[config.mk]
export PLATFORM = sky130hd
export DESIGN_NAME = pca9685_register_bank
export DESIGN_NICKNAME = d
export VERILOG_FILES = /design/src/rtl/pca9685_register_bank.sv
export SDC_FILE = /design/constraint.sdc
export NUM_CORES = 2
export LEC_CHECK = 0
export ABC_AREA = 1
export ABC_CLOCK_PERIOD_IN_PS = 32800
export CAP_MARGIN = 25
export CELL_PAD_IN_SITES_DETAIL_PLACEMENT = 1
export CELL_PAD_IN_SITES_GLOBAL_PLACEMENT = 2
export CORE_MARGIN = 4
export CORE_UTILIZATION = 33
export CTS_BUF_LIST = sky130_fd_sc_hd__clkbuf_2 sky130_fd_sc_hd__clkbuf_4 sky130_fd_sc_hd__clkbuf_8
export DETAILED_ROUTE_END_ITERATION = 10
export PLACE_DENSITY = 0.85
export SLEW_MARGIN = 10
export SYNTH_ARGS = -nofsm -noshare
export SYNTH_HDL_FRONTEND = slang
export SYNTH_SLANG_ARGS = --single-unit
[constraint.sdc]
create_clock -name clk_i -period 32.8 [get_ports clk_i]
set_input_delay 6.56 -clock clk_i [delete_from_list [all_inputs] [get_ports clk_i]]
set_output_delay 6.56 -clock clk_i [all_outputs]
set_load 0.03 [all_outputs]
[src/rtl/pca9685_register_bank.sv]
// PCA9685-compatible register file driven by an I2C target's pointer/write/read strobes.
// LED words are written to a shadow copy and reloaded into the active copy on STOP or per-write (OCH).
module pca9685_register_bank #(
    parameter int unsigned NUM_CH         = 16,
    parameter logic [7:0]  PRESCALE_RESET = 8'h1E
) (
    input  logic                 clk_i,
    input  logic                 rst_i,
    input  logic                 ptr_load_i,
    input  logic [7:0]           ptr_addr_i,
    input  logic                 wr_valid_i,
    input  logic [7:0]           wr_data_i,
    input  logic                 rd_req_i,
    output logic [7:0]           rd_data_o,
    output logic                 rd_valid_o,
    input  logic                 stop_i,
    output logic [7:0]           mode1_o,
    output logic [7:0]           mode2_o,
    output logic [7:0]           prescale_o,
    output logic [NUM_CH*13-1:0] led_on_o,
    output logic [NUM_CH*13-1:0] led_off_o,
    output logic                 led_update_o
);
    localparam logic [12:0] ON_RESET  = 13'h0000;
    localparam logic [12:0] OFF_RESET = 13'h1000;

    logic [7:0]  mode1_q, mode1_d;
    logic [4:0]  mode2_q, mode2_d;
    logic [7:0]  subadr_q [3];
    logic [7:0]  subadr_d [3];
    logic [7:0]  allcall_q, allcall_d;
    logic [7:0]  prescale_q, prescale_d;
    logic [7:0]  ptr_q, ptr_d;
    logic [7:0]  rd_data_q, rd_data_d;
    logic        rd_valid_q, rd_valid_d;
    logic        upd_q, upd_d;
    logic        och_pend_q, och_pend_d;
    // Each LED word is {full, count[11:0]}: H register bits[4:0] map onto word[12:8].
    logic [12:0] sh_on_q  [NUM_CH];
    logic [12:0] sh_on_d  [NUM_CH];
    logic [12:0] sh_off_q [NUM_CH];
    logic [12:0] sh_off_d [NUM_CH];
    logic [12:0] act_on_q  [NUM_CH];
    logic [12:0] act_on_d  [NUM_CH];
    logic [12:0] act_off_q [NUM_CH];
    logic [12:0] act_off_d [NUM_CH];

    logic        do_wr, do_rd, in_led, led_wr, reload;
    logic [7:0]  led_idx, rd_mux;

    always_comb begin
        do_wr   = wr_valid_i && !ptr_load_i;
        do_rd   = rd_req_i && !ptr_load_i && !wr_valid_i;
        led_idx = ptr_q - 8'h06;
        in_led  = (ptr_q >= 8'h06) && (ptr_q <= 8'h45);

        mode1_d    = mode1_q;
        mode2_d    = mode2_q;
        subadr_d   = subadr_q;
        allcall_d  = allcall_q;
        prescale_d = prescale_q;
        sh_on_d    = sh_on_q;
        sh_off_d   = sh_off_q;
        led_wr     = 1'b0;

        if (do_wr) begin
            case (ptr_q)
                8'h00: mode1_d = {1'b0, wr_data_i[6:0]};
                8'h01: mode2_d = wr_data_i[4:0];
                8'h02: subadr_d[0] = wr_data_i;
                8'h03: subadr_d[1] = wr_data_i;
                8'h04: subadr_d[2] = wr_data_i;
                8'h05: allcall_d = wr_data_i;
                8'hFA, 8'hFB, 8'hFC, 8'hFD: begin
                    led_wr = 1'b1;
                    for (int unsigned ch = 0; ch < NUM_CH; ch++) begin
                        case (ptr_q[1:0])
                            2'd2:    sh_on_d[ch][7:0]   = wr_data_i;
                            2'd3:    sh_on_d[ch][12:8]  = wr_data_i[4:0];
                            2'd0:    sh_off_d[ch][7:0]  = wr_data_i;
                            default: sh_off_d[ch][12:8] = wr_data_i[4:0];
                        endcase
                    end
                end
                8'hFE: begin
                    if (mode1_q[4])
                        prescale_d = (wr_data_i < 8'd3) ? 8'd3 : wr_data_i;
                end
                default: begin
                    for (int unsigned ch = 0; ch < NUM_CH; ch++) begin
                        if (in_led && led_idx[7:2] == 6'(ch)) begin
                            led_wr = 1'b1;
                            case (led_idx[1:0])
                                2'd0:    sh_on_d[ch][7:0]   = wr_data_i;
                                2'd1:    sh_on_d[ch][12:8]  = wr_data_i[4:0];
                                2'd2:    sh_off_d[ch][7:0]  = wr_data_i;
                                default: sh_off_d[ch][12:8] = wr_data_i[4:0];
                            endcase
                        end
                    end
                end
            endcase
        end

        rd_mux = '0;
        case (ptr_q)
            8'h00: rd_mux = mode1_q;
            8'h01: rd_mux = {3'b000, mode2_q};
            8'h02: rd_mux = subadr_q[0];
            8'h03: rd_mux = subadr_q[1];
            8'h04: rd_mux = subadr_q[2];
            8'h05: rd_mux = allcall_q;
            8'hFE: rd_mux = prescale_q;
            default: begin
                for (int unsigned ch = 0; ch < NUM_CH; ch++) begin
                    if (in_led && led_idx[7:2] == 6'(ch)) begin
                        case (led_idx[1:0])
                            2'd0:    rd_mux = sh_on_q[ch][7:0];
                            2'd1:    rd_mux = {3'b000, sh_on_q[ch][12:8]};
                            2'd2:    rd_mux = sh_off_q[ch][7:0];
                            default: rd_mux = {3'b000, sh_off_q[ch][12:8]};
                        endcase
                    end
                end
            end
        endcase

        rd_data_d  = do_rd ? rd_mux : rd_data_q;
        rd_valid_d = do_rd;

        ptr_d = ptr_q;
        if (ptr_load_i)
            ptr_d = ptr_addr_i;
        else if ((do_wr || do_rd) && mode1_q[5])
            ptr_d = ptr_q + 8'd1;

        // OCH=1 reloads on the cycle after the shadow write lands, so it copies the settled shadow.
        och_pend_d = led_wr && mode2_q[3];
        reload     = (stop_i && !mode2_q[3]) || och_pend_q;
        upd_d      = reload;
        act_on_d   = reload ? sh_on_q  : act_on_q;
        act_off_d  = reload ? sh_off_q : act_off_q;
    end

    always_ff @(posedge clk_i or posedge rst_i) begin
        if (rst_i) begin
            mode1_q     <= 8'h11;
            mode2_q     <= 5'h04;
            subadr_q[0] <= 8'hE2;
            subadr_q[1] <= 8'hE4;
            subadr_q[2] <= 8'hE8;
            allcall_q   <= 8'hE0;
            prescale_q  <= PRESCALE_RESET;
            ptr_q       <= 8'h00;
            rd_data_q   <= '0;
            rd_valid_q  <= 1'b0;
            upd_q       <= 1'b0;
            och_pend_q  <= 1'b0;
            for (int unsigned ch = 0; ch < NUM_CH; ch++) begin
                sh_on_q[ch]   <= ON_RESET;
                sh_off_q[ch]  <= OFF_RESET;
                act_on_q[ch]  <= ON_RESET;
                act_off_q[ch] <= OFF_RESET;
            end
        end else begin
            mode1_q    <= mode1_d;
            mode2_q    <= mode2_d;
            subadr_q   <= subadr_d;
            allcall_q  <= allcall_d;
            prescale_q <= prescale_d;
            ptr_q      <= ptr_d;
            rd_data_q  <= rd_data_d;
            rd_valid_q <= rd_valid_d;
            upd_q      <= upd_d;
            och_pend_q <= och_pend_d;
            sh_on_q    <= sh_on_d;
            sh_off_q   <= sh_off_d;
            act_on_q   <= act_on_d;
            act_off_q  <= act_off_d;
        end
    end

    always_comb begin
        led_on_o  = '0;
        led_off_o = '0;
        for (int unsigned ch = 0; ch < NUM_CH; ch++) begin
            led_on_o[ch*13 +: 13]  = act_on_q[ch];
            led_off_o[ch*13 +: 13] = act_off_q[ch];
        end
    end

    assign rd_data_o    = rd_data_q;
    assign rd_valid_o   = rd_valid_q;
    assign mode1_o      = mode1_q;
    assign mode2_o      = {3'b000, mode2_q};
    assign prescale_o   = prescale_q;
    assign led_update_o = upd_q;

endmodule

==> qor.txt <==
status -> finished, final reports clean
EDFF count, synth -> 0
final WL -> 140.7 mm
initial core utilization -> 0.3324
multi-input logic area -> 13290 um2
row count -> 123
remaining global-route overflow -> 0
reg2reg end -> rd_data_o[4]
DRT Pass-1 Iters -> 5
HP Class -> flop to flop
All-Layer GR Usage -> 0.2342
met2 routed WL -> 66.18 mm
CTS tree -> done
period utilization -> 0.3134
slew of the pin with the lowest slew margin -> 1.133 ns
H-Tree Depth -> 4
crit path capture type -> flop
commonest non-fill, non-tap cell in the layout -> nand2_1
Max-Slew Margin vs Limit -> 0.2445
synthesized instance count -> 3711
Fin. Hold Viols -> 0
Ports -> 472
CTS buffer count -> 156
Post-CTS Resized -> 0
Worst Hold Depth -> 2
worst vdd ir -> 0.00003538 V
Pleak -> 21.14 nW
HPWL Detailed -> 96.02 mm
Fin Setup TNS -> 0 ns
R2R Setup Slk -> 28.01 ns
highest routed layer -> met4
DR vias -> 30045
dominant synthesized flop cell -> dfrtp_1
Yosys warnings -> 0
Worst EP required -> 33.50 ns
Final min period -> 10.28 ns
hold slack -> 0.4863 ns
Power Density -> 61.46 nW/um2
RSZ-0062 raised after global routing -> no
ranking of synthesized cells by area -> dfrtp_1, mux2_2, nand2_1
CP most frequent cell -> buf_4
Num Clock Sinks -> 903
largest net degree at the start of global routing -> 161
Hold Startpoint -> sh_off_q[125]
CP startpoint -> stop_i
Post-synth ARST share -> 1.000
worst-skew pair later-pin latency -> 0.85 ns
WS Path Type -> primary input to flop
Comb power frac -> 0.161
sw power -> 0.8746 mW
Synth top area share -> 0.5681
WHS Endpoint -> sh_off_q[125]
Syn Area/Cell -> 10.08 um2
initial antenna violation count -> 8
sequential fraction of the synthesis area -> 0.6060
pre-CTS setup slack -> 21.66 ns
Sequential cell area -> 22660 um2
fin worst setup slack -> 22.52 ns
CP peak stage delay -> 0.88 ns
most frequent cells in the layout -> nand2_1, dfrtp_1, clkdlybuf4s50_1
clock skew -> 0.05138 ns
synth-to-layout area growth -> 26.85%
Fillers -> 12458
Synth Register Bits -> 903
DR WL met3 -> 8.983 mm
Post-CTS Setup Bufs -> 0
fmax -> 97.28 MHz
Max-Cap Viols -> 0
worst r2r path cells -> 18
die height -> 344.7 um
vias in the first global route -> 31346
CTS clk-pin slew, worst paths -> 0.06 ns
Slowest-stage cell, CP -> buf_4
cell internal pwr -> 2.041 mW
overall die width -> 344.7 um
worst path cell trace -> clkdlybuf4s50_1, inv_1, o21bai_4, buf_4, buf_4, buf_4, buf_4, mux2_2
share of layout cells above drive strength 1 -> 0.1794
IO Port Bufs -> 467
arrival time at the worst endpoint -> 10.98 ns
Metal-1 WL -> 60.90 mm
final core utilization -> 0.4217
crit-path max FO -> 82
Distinct cells, synth -> 47
clock root cell -> clkbuf_8
clock share of power -> 0.396
core area -> 112500 um2
first-pass GRT wire length -> 207.3 mm
area leader, netlist -> dfrtp_1
antenna viol nets, final -> 0
# nets final -> 4207
cts hold-fix bufs -> 0
sequential cell fraction of total power -> 0.443
vias per cell -> 5.166
die area -> 118800 um2
routability cong. -> 0.8066
R2R Path Start -> ptr_q[0]
Slew Limit Fails -> 0
routed length per instance -> 24.19 um
Post-Syn Area -> 37400 um2
clock buffer depth -> 3
setup violators final -> 0
Worst setup SP type -> primary input
Starting DRT DRC Count -> 2205
Sw Ratio -> 0.3000
number of remaining DRC errors -> 0
==> metrics by stage <==
step	instance area [um2]	total power, mW	instances
6_report	47440	2.916	5816
3_5_place_dp	43650	1.779	5512
4_1_cts	47240	2.947	5801
2_1_floorplan	37410	1.554	3714
5_1_grt	47440	3.043	5815
3_3_place_gp	43580	1.766	5509
==> final cells by class <==
| type | count | area share |
|---|---|---|
| Timing Repair Buffer | 525 | 0.1118 |
| Clock buffer | 257 | 0.06783 |
| Tap cell | 1500 | 0.03956 |
| Sequential cell | 903 | 0.4777 |
| Clock inverter | 32 | 0.007833 |
| Multi-Input combinational cell | 2409 | 0.2801 |
| Inverter | 184 | 0.01485 |
| Antenna cell | 6 | 0.0003165 |
==> how the worst max path moves through the flow <==
stage                     end  slack, ns
4_1_cts         led_off_o[91]      22.61
5_1_grt         led_on_o[124]      22.33
3_5_place_dp     led_on_o[94]      21.66
6_report        led_off_o[91]      22.52
2_1_floorplan    allcall_q[0]       0.94
3_3_place_gp   led_off_o[130]      21.74
==> synthesized netlist by cell type, types with 4 or more instances <==
cell,n
buf_2,16
clkbuf_1,177
nor3_1,17
a32oi_1,4
buf_1,20
o21ai_1,202
o211ai_1,33
a21oi_2,14
dfrtp_1,849
a221oi_1,15
buf_4,4
a21oi_1,174
nand4_1,42
a31oi_1,38
inv_2,8
o2111ai_1,4
dfstp_2,54
nand3_1,90
o22ai_1,33
mux2_2,309
ha_1,6
nor4_1,4
nand2_1,870
nor2_2,7
nor2_1,193
inv_1,171
o21ai_0,323
==> cell families after synthesis <==
kind of cell | synth area share
and+or+nand+nor | 0.1328
DFF | 0.6060
AOI/OAI and AO/OA | 0.1232
buffers and inverters | 0.04158
muxes | 0.09384
adders and majority gates | 0.002007
xor gates and xnor gates | 0.0004685
other | 0.0001003
==> layer usage <==
metal	global-route usage	vias to the layer above
met2	0.3752	915
li1	-	13489
met1	0.3114	15409
met4	0.08617	0
met3	0.05383	232
met5	0	-
==> worst max-delay path: cells and delay by family <==
kind	cells	cell delay [ns]
muxes	1	0.42
AOI/OAI and AO/OA	1	0.10
buffers and inverters	6	3.68
==> power groups by stage <==
stage / clock network (mW) / logic, mW / registers (mW)
3_5_place_dp: 0 / 0.469 / 1.31
4_1_cts: 1.18 / 0.472 / 1.29
3_3_place_gp: 0 / 0.459 / 1.31
6_report: 1.16 / 0.469 / 1.29
5_1_grt: 1.24 / 0.506 / 1.30
2_1_floorplan: 0 / 0.184 / 1.37
==> sequential cells by signal, indices dropped and copies added, names as in the netlist <==
register      cells
mode2_q           5
allcall_q         8
och_pend_q        1
ptr_q             8
sh_on_q         208
subadr_q         24
rd_valid_o        1
rd_data_o         8
prescale_o        8
led_update_o      1
led_off_o       208
sh_off_q        208
mode1_o           7
led_on_o        208
(Power assumes the default switching activity.)
